===== config.mk =====
export PLATFORM = sky130hd
export DESIGN_NAME = gate_seq_ctrl
export DESIGN_NICKNAME = d
export VERILOG_FILES = /design/src/rtl/gate_seq_pkg.sv /design/src/rtl/gate_seq_dwell_cnt.sv /design/src/rtl/gate_seq_ctrl.sv
export SDC_FILE = /design/constraint.sdc
export NUM_CORES = 1
export LEC_CHECK = 0
export CAP_MARGIN = 0
export CORE_UTILIZATION = 57
export DETAILED_ROUTE_END_ITERATION = 6
export MAX_ROUTING_LAYER = met4
export PLACE_DENSITY_LB_ADDON = 0.05
export SLEW_MARGIN = 20
export SYNTH_ARGS = -nofsm -noshare
export SYNTH_HDL_FRONTEND = slang
export SYNTH_SLANG_ARGS = --single-unit

===== constraint.sdc =====
create_clock -name clk -period 4.1 [get_ports clk]
set_input_delay 0.82 -clock clk [delete_from_list [all_inputs] [get_ports clk]]
set_output_delay 0.82 -clock clk [all_outputs]
set_load 0.01 [all_outputs]

===== src/rtl/gate_seq_pkg.sv =====
// Shared types and constants for the XNOR gate sequencer/checker.
package gate_seq_pkg;

    typedef enum logic [1:0] {
        IDLE  = 2'd0,
        APPLY = 2'd1,
        DONE  = 2'd2
    } state_e;

    localparam int NUM_VEC = 4;

    // Expected XNOR output indexed by {a,b}: 00->1, 01->0, 10->0, 11->1.
    localparam logic [3:0] XNOR_TT = 4'b1001;

endpackage


===== src/rtl/gate_seq_dwell_cnt.sv =====
// Dwell counter: counts cycles a vector has been held; o_last flags the final cycle.
module gate_seq_dwell_cnt #(
    parameter int DWELL = 5,
    parameter int CNT_W = 8
) (
    input  logic clk,
    input  logic rst,
    input  logic i_clr,
    input  logic i_en,
    output logic o_last
);

    logic [CNT_W-1:0] r_count;

    // NOTE: sequential state is written with <= so every flop samples pre-edge values.
    always_ff @(posedge clk) begin
        if (rst) begin
            r_count <= '0;
        end else if (i_clr) begin
            r_count <= '0;
        end else if (i_en) begin
            r_count <= r_count + 1'b1;
        end
    end

    assign o_last = (r_count == CNT_W'(DWELL - 1));

endmodule


===== src/rtl/gate_seq_ctrl.sv =====
// Steps a 2-input XNOR gate through all four vectors and checks its output.
// Optional first-failure log enabled by defining GATE_SEQ_ERRLOG_EN.
module gate_seq_ctrl
    import gate_seq_pkg::*;
#(
    parameter int DWELL = 5,
    parameter int CNT_W = 8
) (
    input  logic       clk,
    input  logic       rst,
    input  logic       start,
    output logic       busy,
    output logic       done,
    output logic       out_a,
    output logic       out_b,
    input  logic       gate_out,
    output logic [1:0] vec_idx,
    output logic [2:0] err_cnt,
    output logic       pass
`ifdef GATE_SEQ_ERRLOG_EN
    ,
    output logic       first_fail_vld,
    output logic [1:0] first_fail_idx
`endif
);

    state_e      r_state;
    state_e      w_next_state;
    logic [1:0]  r_vec_idx;
    logic [2:0]  r_err_cnt;
    logic        r_pass;

    logic        w_last;
    logic        w_start_ok;
    logic        w_cmp;
    logic        w_mismatch;
    logic        w_last_vec;
    logic [2:0]  w_err_next;

    assign w_start_ok = (r_state == IDLE) && start;
    assign w_cmp      = (r_state == APPLY) && w_last;
    assign w_mismatch = w_cmp && (gate_out != XNOR_TT[r_vec_idx]);
    assign w_last_vec = (r_vec_idx == 2'(NUM_VEC - 1));
    assign w_err_next = r_err_cnt + 3'(w_mismatch);

    gate_seq_dwell_cnt #(
        .DWELL (DWELL),
        .CNT_W (CNT_W)
    ) u_dwell_cnt (
        .clk    (clk),
        .rst    (rst),
        .i_clr  (w_start_ok || w_cmp),
        .i_en   (r_state == APPLY),
        .o_last (w_last)
    );

    always_ff @(posedge clk) begin
        if (rst) begin
            r_state <= IDLE;
        end else begin
            r_state <= w_next_state;
        end
    end

    // NOTE: default assignment first so no path leaves w_next_state unassigned (no latch).
    always_comb begin
        w_next_state = r_state;
        case (r_state)
            IDLE:    if (start) w_next_state = APPLY;
            APPLY:   if (w_cmp && w_last_vec) w_next_state = DONE;
            DONE:    w_next_state = IDLE;
            default: w_next_state = IDLE;
        endcase
    end

    always_comb begin
        busy = (r_state != IDLE);
        done = (r_state == DONE);
    end

    // pass is captured with the final compare folded in, so it is valid in the DONE cycle.
    always_ff @(posedge clk) begin
        if (rst) begin
            r_vec_idx <= '0;
            r_err_cnt <= '0;
            r_pass    <= 1'b0;
        end else if (w_start_ok) begin
            r_vec_idx <= '0;
            r_err_cnt <= '0;
            r_pass    <= 1'b0;
        end else if (w_cmp) begin
            r_err_cnt <= w_err_next;
            if (w_last_vec) begin
                r_pass <= (w_err_next == 3'd0);
            end else begin
                r_vec_idx <= r_vec_idx + 2'd1;
            end
        end else if (r_state == DONE) begin
            r_vec_idx <= '0;
        end
    end

    assign vec_idx = r_vec_idx;
    assign out_a   = r_vec_idx[1];
    assign out_b   = r_vec_idx[0];
    assign err_cnt = r_err_cnt;
    assign pass    = r_pass;

`ifdef GATE_SEQ_ERRLOG_EN
    logic       r_ff_vld;
    logic [1:0] r_ff_idx;

    always_ff @(posedge clk) begin
        if (rst || w_start_ok) begin
            r_ff_vld <= 1'b0;
            r_ff_idx <= '0;
        end else if (w_mismatch && !r_ff_vld) begin
            r_ff_vld <= 1'b1;
            r_ff_idx <= r_vec_idx;
        end
    end

    assign first_fail_vld = r_ff_vld;
    assign first_fail_idx = r_ff_idx;
`endif

endmodule


==> impl_metrics.toml <==
[final_layout]
mostFrequentLayoutCells = "dfxtp_1, clkdlybuf4s50_1, nand2b_1, a21oi_1, nand3b_1"
drive_gt1_share_pct = 10.92
layout_commonest_cell = "dfxtp_1"
syn2layout_area_growth_pct = 14.95
final_core_util_pct = 72.62
antenna_cells = 0
nets = 129
fill_cells = 126

[hold_path]
hold_path_class = "reg2reg"
hold_path.startpoint = "pass"
hold-path-endpoint = "pass"
whs_path_depth = 2

[worst_setup_path]
critical_path.max_fanout = 10
critPathMaxStageDelay_ns = 0.54
crit_type = "reg2out"
critPathTopFamily = "buffers and inverters"
r2r-start = "u_dwell_cnt.r_count[0]"
reg2reg_depth = 10
critical_path_required_ns = 3.28
crit_path_top_delay_cell = "clkdlybuf4s50_1"
crit_buf_inv = 1
critical_path_arrival_ns = 1.52
cp-end-kind = "primary output"
r2r_end = "pass"
reg2reg_slack_ns = 2.00
crit_chain = "or2_2 > clkdlybuf4s50_1"
worstSetupStartpointType = "register"

[clock_network]
worst_skew_pair.late_latency_ns = 0.28
root_buffer = "clkbuf_4"
cts_inserted_buffers = 3
cts_sinks = 16
clock_path_buffers = 2
path_clk_slew_ns = 0.10
post_cts_buffers = 0
hold_buffers = 0
cts_tree = "yes"
cts_max_level = 1
cts.repair.resized = 0

[synthesis]
synth.area.top_cells = "dfxtp_1, ha_1, mux2i_1, nand3b_1, nand2b_1"
ys.flop_type = "dfxtp_1"
synth_edf_count = 0
synth.top_cell.area_share_pct = 32.16
ys_async_sr_fraction_pct = 0
synth-seq-cells = 16
yosys_warnings = 0
synth_cell_types = 37
synthCells = 108
ys_seq_area_share_pct = 32.16
syn_avg_cell_area_sq_um = 9.222
syn-num-nets = 117
synth_top_cell_by_area = "dfxtp_1"
syn_area_sq_um = 996.0

[power]
p_seq_share_pct = 54.9
swShare_pct = 23.23
clkPwrFrac_pct = 36.1
powerDensity_nw_per_um2 = 254.3
p_comb_share_pct = 9.0
intPower_mw = 0.2235
ir_drop_v = 0.0002583
leakagePower_nw = 0.4198
p_switching_mw = 0.06763

[grt]
gr-total-overflow = 0
grt_pass1_wl_microns = 3470
top_usage_layer = "met2"
gr-usage-met3_pct = 7.500
grtUsageMet1_pct = 32.13
antenna_found_initial = 0
grt_pass1_vias = 777
use_met2_pct = 37.91
grt_usage_pct = 24.56
grt_max_degree = 16

[routing]
ant_nets = 0
vias = 854
wire_per_inst_microns = 14.84
drc = 3
via_per_inst = 6.326
first_iter_violations = 14
drtPass1Iterations = 6
wl_microns = 2003

[floorplan]
pin_count = 14
rows = 14
die_w_microns = 43.80
dieHeight_microns = 43.80
dieArea_sq_um = 1918
initial_core_util_pct = 63.17
core_sq_um = 1577

[outcome]
status = "finished, violations left"
violations = "design-rule violations"

[sta]
finalCritPeriodShare_pct = 57.07
worstMarginPinSlew_ns = 0.4911
fmax_ghz = 0.4274
rsz0062_at_grt = "false"
drv_slew = 0
slew_headroom_pct = 66.99
fin_worst_skew_ns = 0.003934
period_needed_ns = 2.340
hold_viol = 0
finalSetupViolations = 0
tns_ns = 0

[place]
dpl.hpwl_microns = 1529
gp_congestion = 0.7989
io_buffers = 13

[flow_run]
maxCapViolations = 0
area by class of cell:
cell class	instances	area (sq um)	area share, %
sequential	16	320.3	27.98
tap	16	20.02	1.749
timing repair buffer	13	130.1	11.37
inverter	4	15.01	1.311
multi-input combinational	82	623.1	54.43
clock buffer	4	36.28	3.169
worst max-delay path by stage:
stage / slack, ns / start / cells past startpoint / to
final: 1.76 / r_state[0] / 2 / busy
after global routing: 1.66 / r_state[0] / 3 / done
after CTS: 1.75 / r_state[0] / 3 / done
after detailed placement: 1.64 / start / 4 / u_dwell_cnt.r_count[2]
after global placement: 1.67 / start / 4 / u_dwell_cnt.r_count[6]
after floorplan: 2.31 / gate_out / 7 / pass
synthesized netlist by cell type, types with 3 or more instances:
library cell and n:
mux2i_1 5, nor2_1 5, nand2b_1 6, nand3_1 3
nor2b_1 4, ha_1 5, nand4b_1 3, or3b_2 3
o21ai_0 4, inv_1 4, nand2_1 3, dfxtp_1 16
a21oi_1 6, buf_4 4, nand3b_1 6, a211oi_1 3
worst reg2reg max path: cells and delay by family, from the launching register on:
kind / cells / cell delay (ns)
adder cells (fa/ha/maj): 3 / 0.57
buffers and inverters: 1 / 0.09
flip-flops: 1 / 0.37
multiplexers: 1 / 0.14
AND/OR/NAND/NOR: 5 / 0.87
cell families after synthesis:
kind of cell / count (synthesis) / share of synthesized area, %
mux: 5 / 5.025
fa+ha+maj: 5 / 6.281
simple gates: 48 / 34.55
flops: 16 / 32.16
compound gates: 22 / 14.95
buf+inv: 10 / 5.276
xor+xnor: 2 / 1.759
registers in the layout, summed over array words and instances, names as in the netlist:
name	cells
err_cnt	3
pass	1
r_state	2
u_dwell_cnt.r_count	8
vec_idx	2
metrics by stage:
step	worst slack (ns)	area, sq um	power (mW)	hold slack, ns	instances
5_1_grt	1.661	1145	0.3028	0.5172	135
3_5_place_dp	1.638	1109	0.1894	0.4949	131
2_1_floorplan	2.314	996.0	0.1826	0.4839	108
3_3_place_gp	1.672	1109	0.1889	0.4865	131
4_1_cts	1.753	1145	0.2921	0.5089	135
6_report	1.760	1145	0.2911	0.4997	135
power groups by stage:
stage | clock network [mW] | registers, mW | logic [mW]
after floorplan | 0 | 0.161 | 0.0212
final | 0.105 | 0.160 | 0.0261
after CTS | 0.106 | 0.160 | 0.0262
after detailed placement | 0 | 0.163 | 0.0261
after global routing | 0.114 | 0.160 | 0.0291
after global placement | 0 | 0.163 | 0.0257
routing by layer:
metal  up-vias  share of wire, %
li1        431                 -
met1       404                48
met2        17                47
met3         2               4.1
met4         0              0.40
met5         -                 0
(Power assumes the default switching activity.)
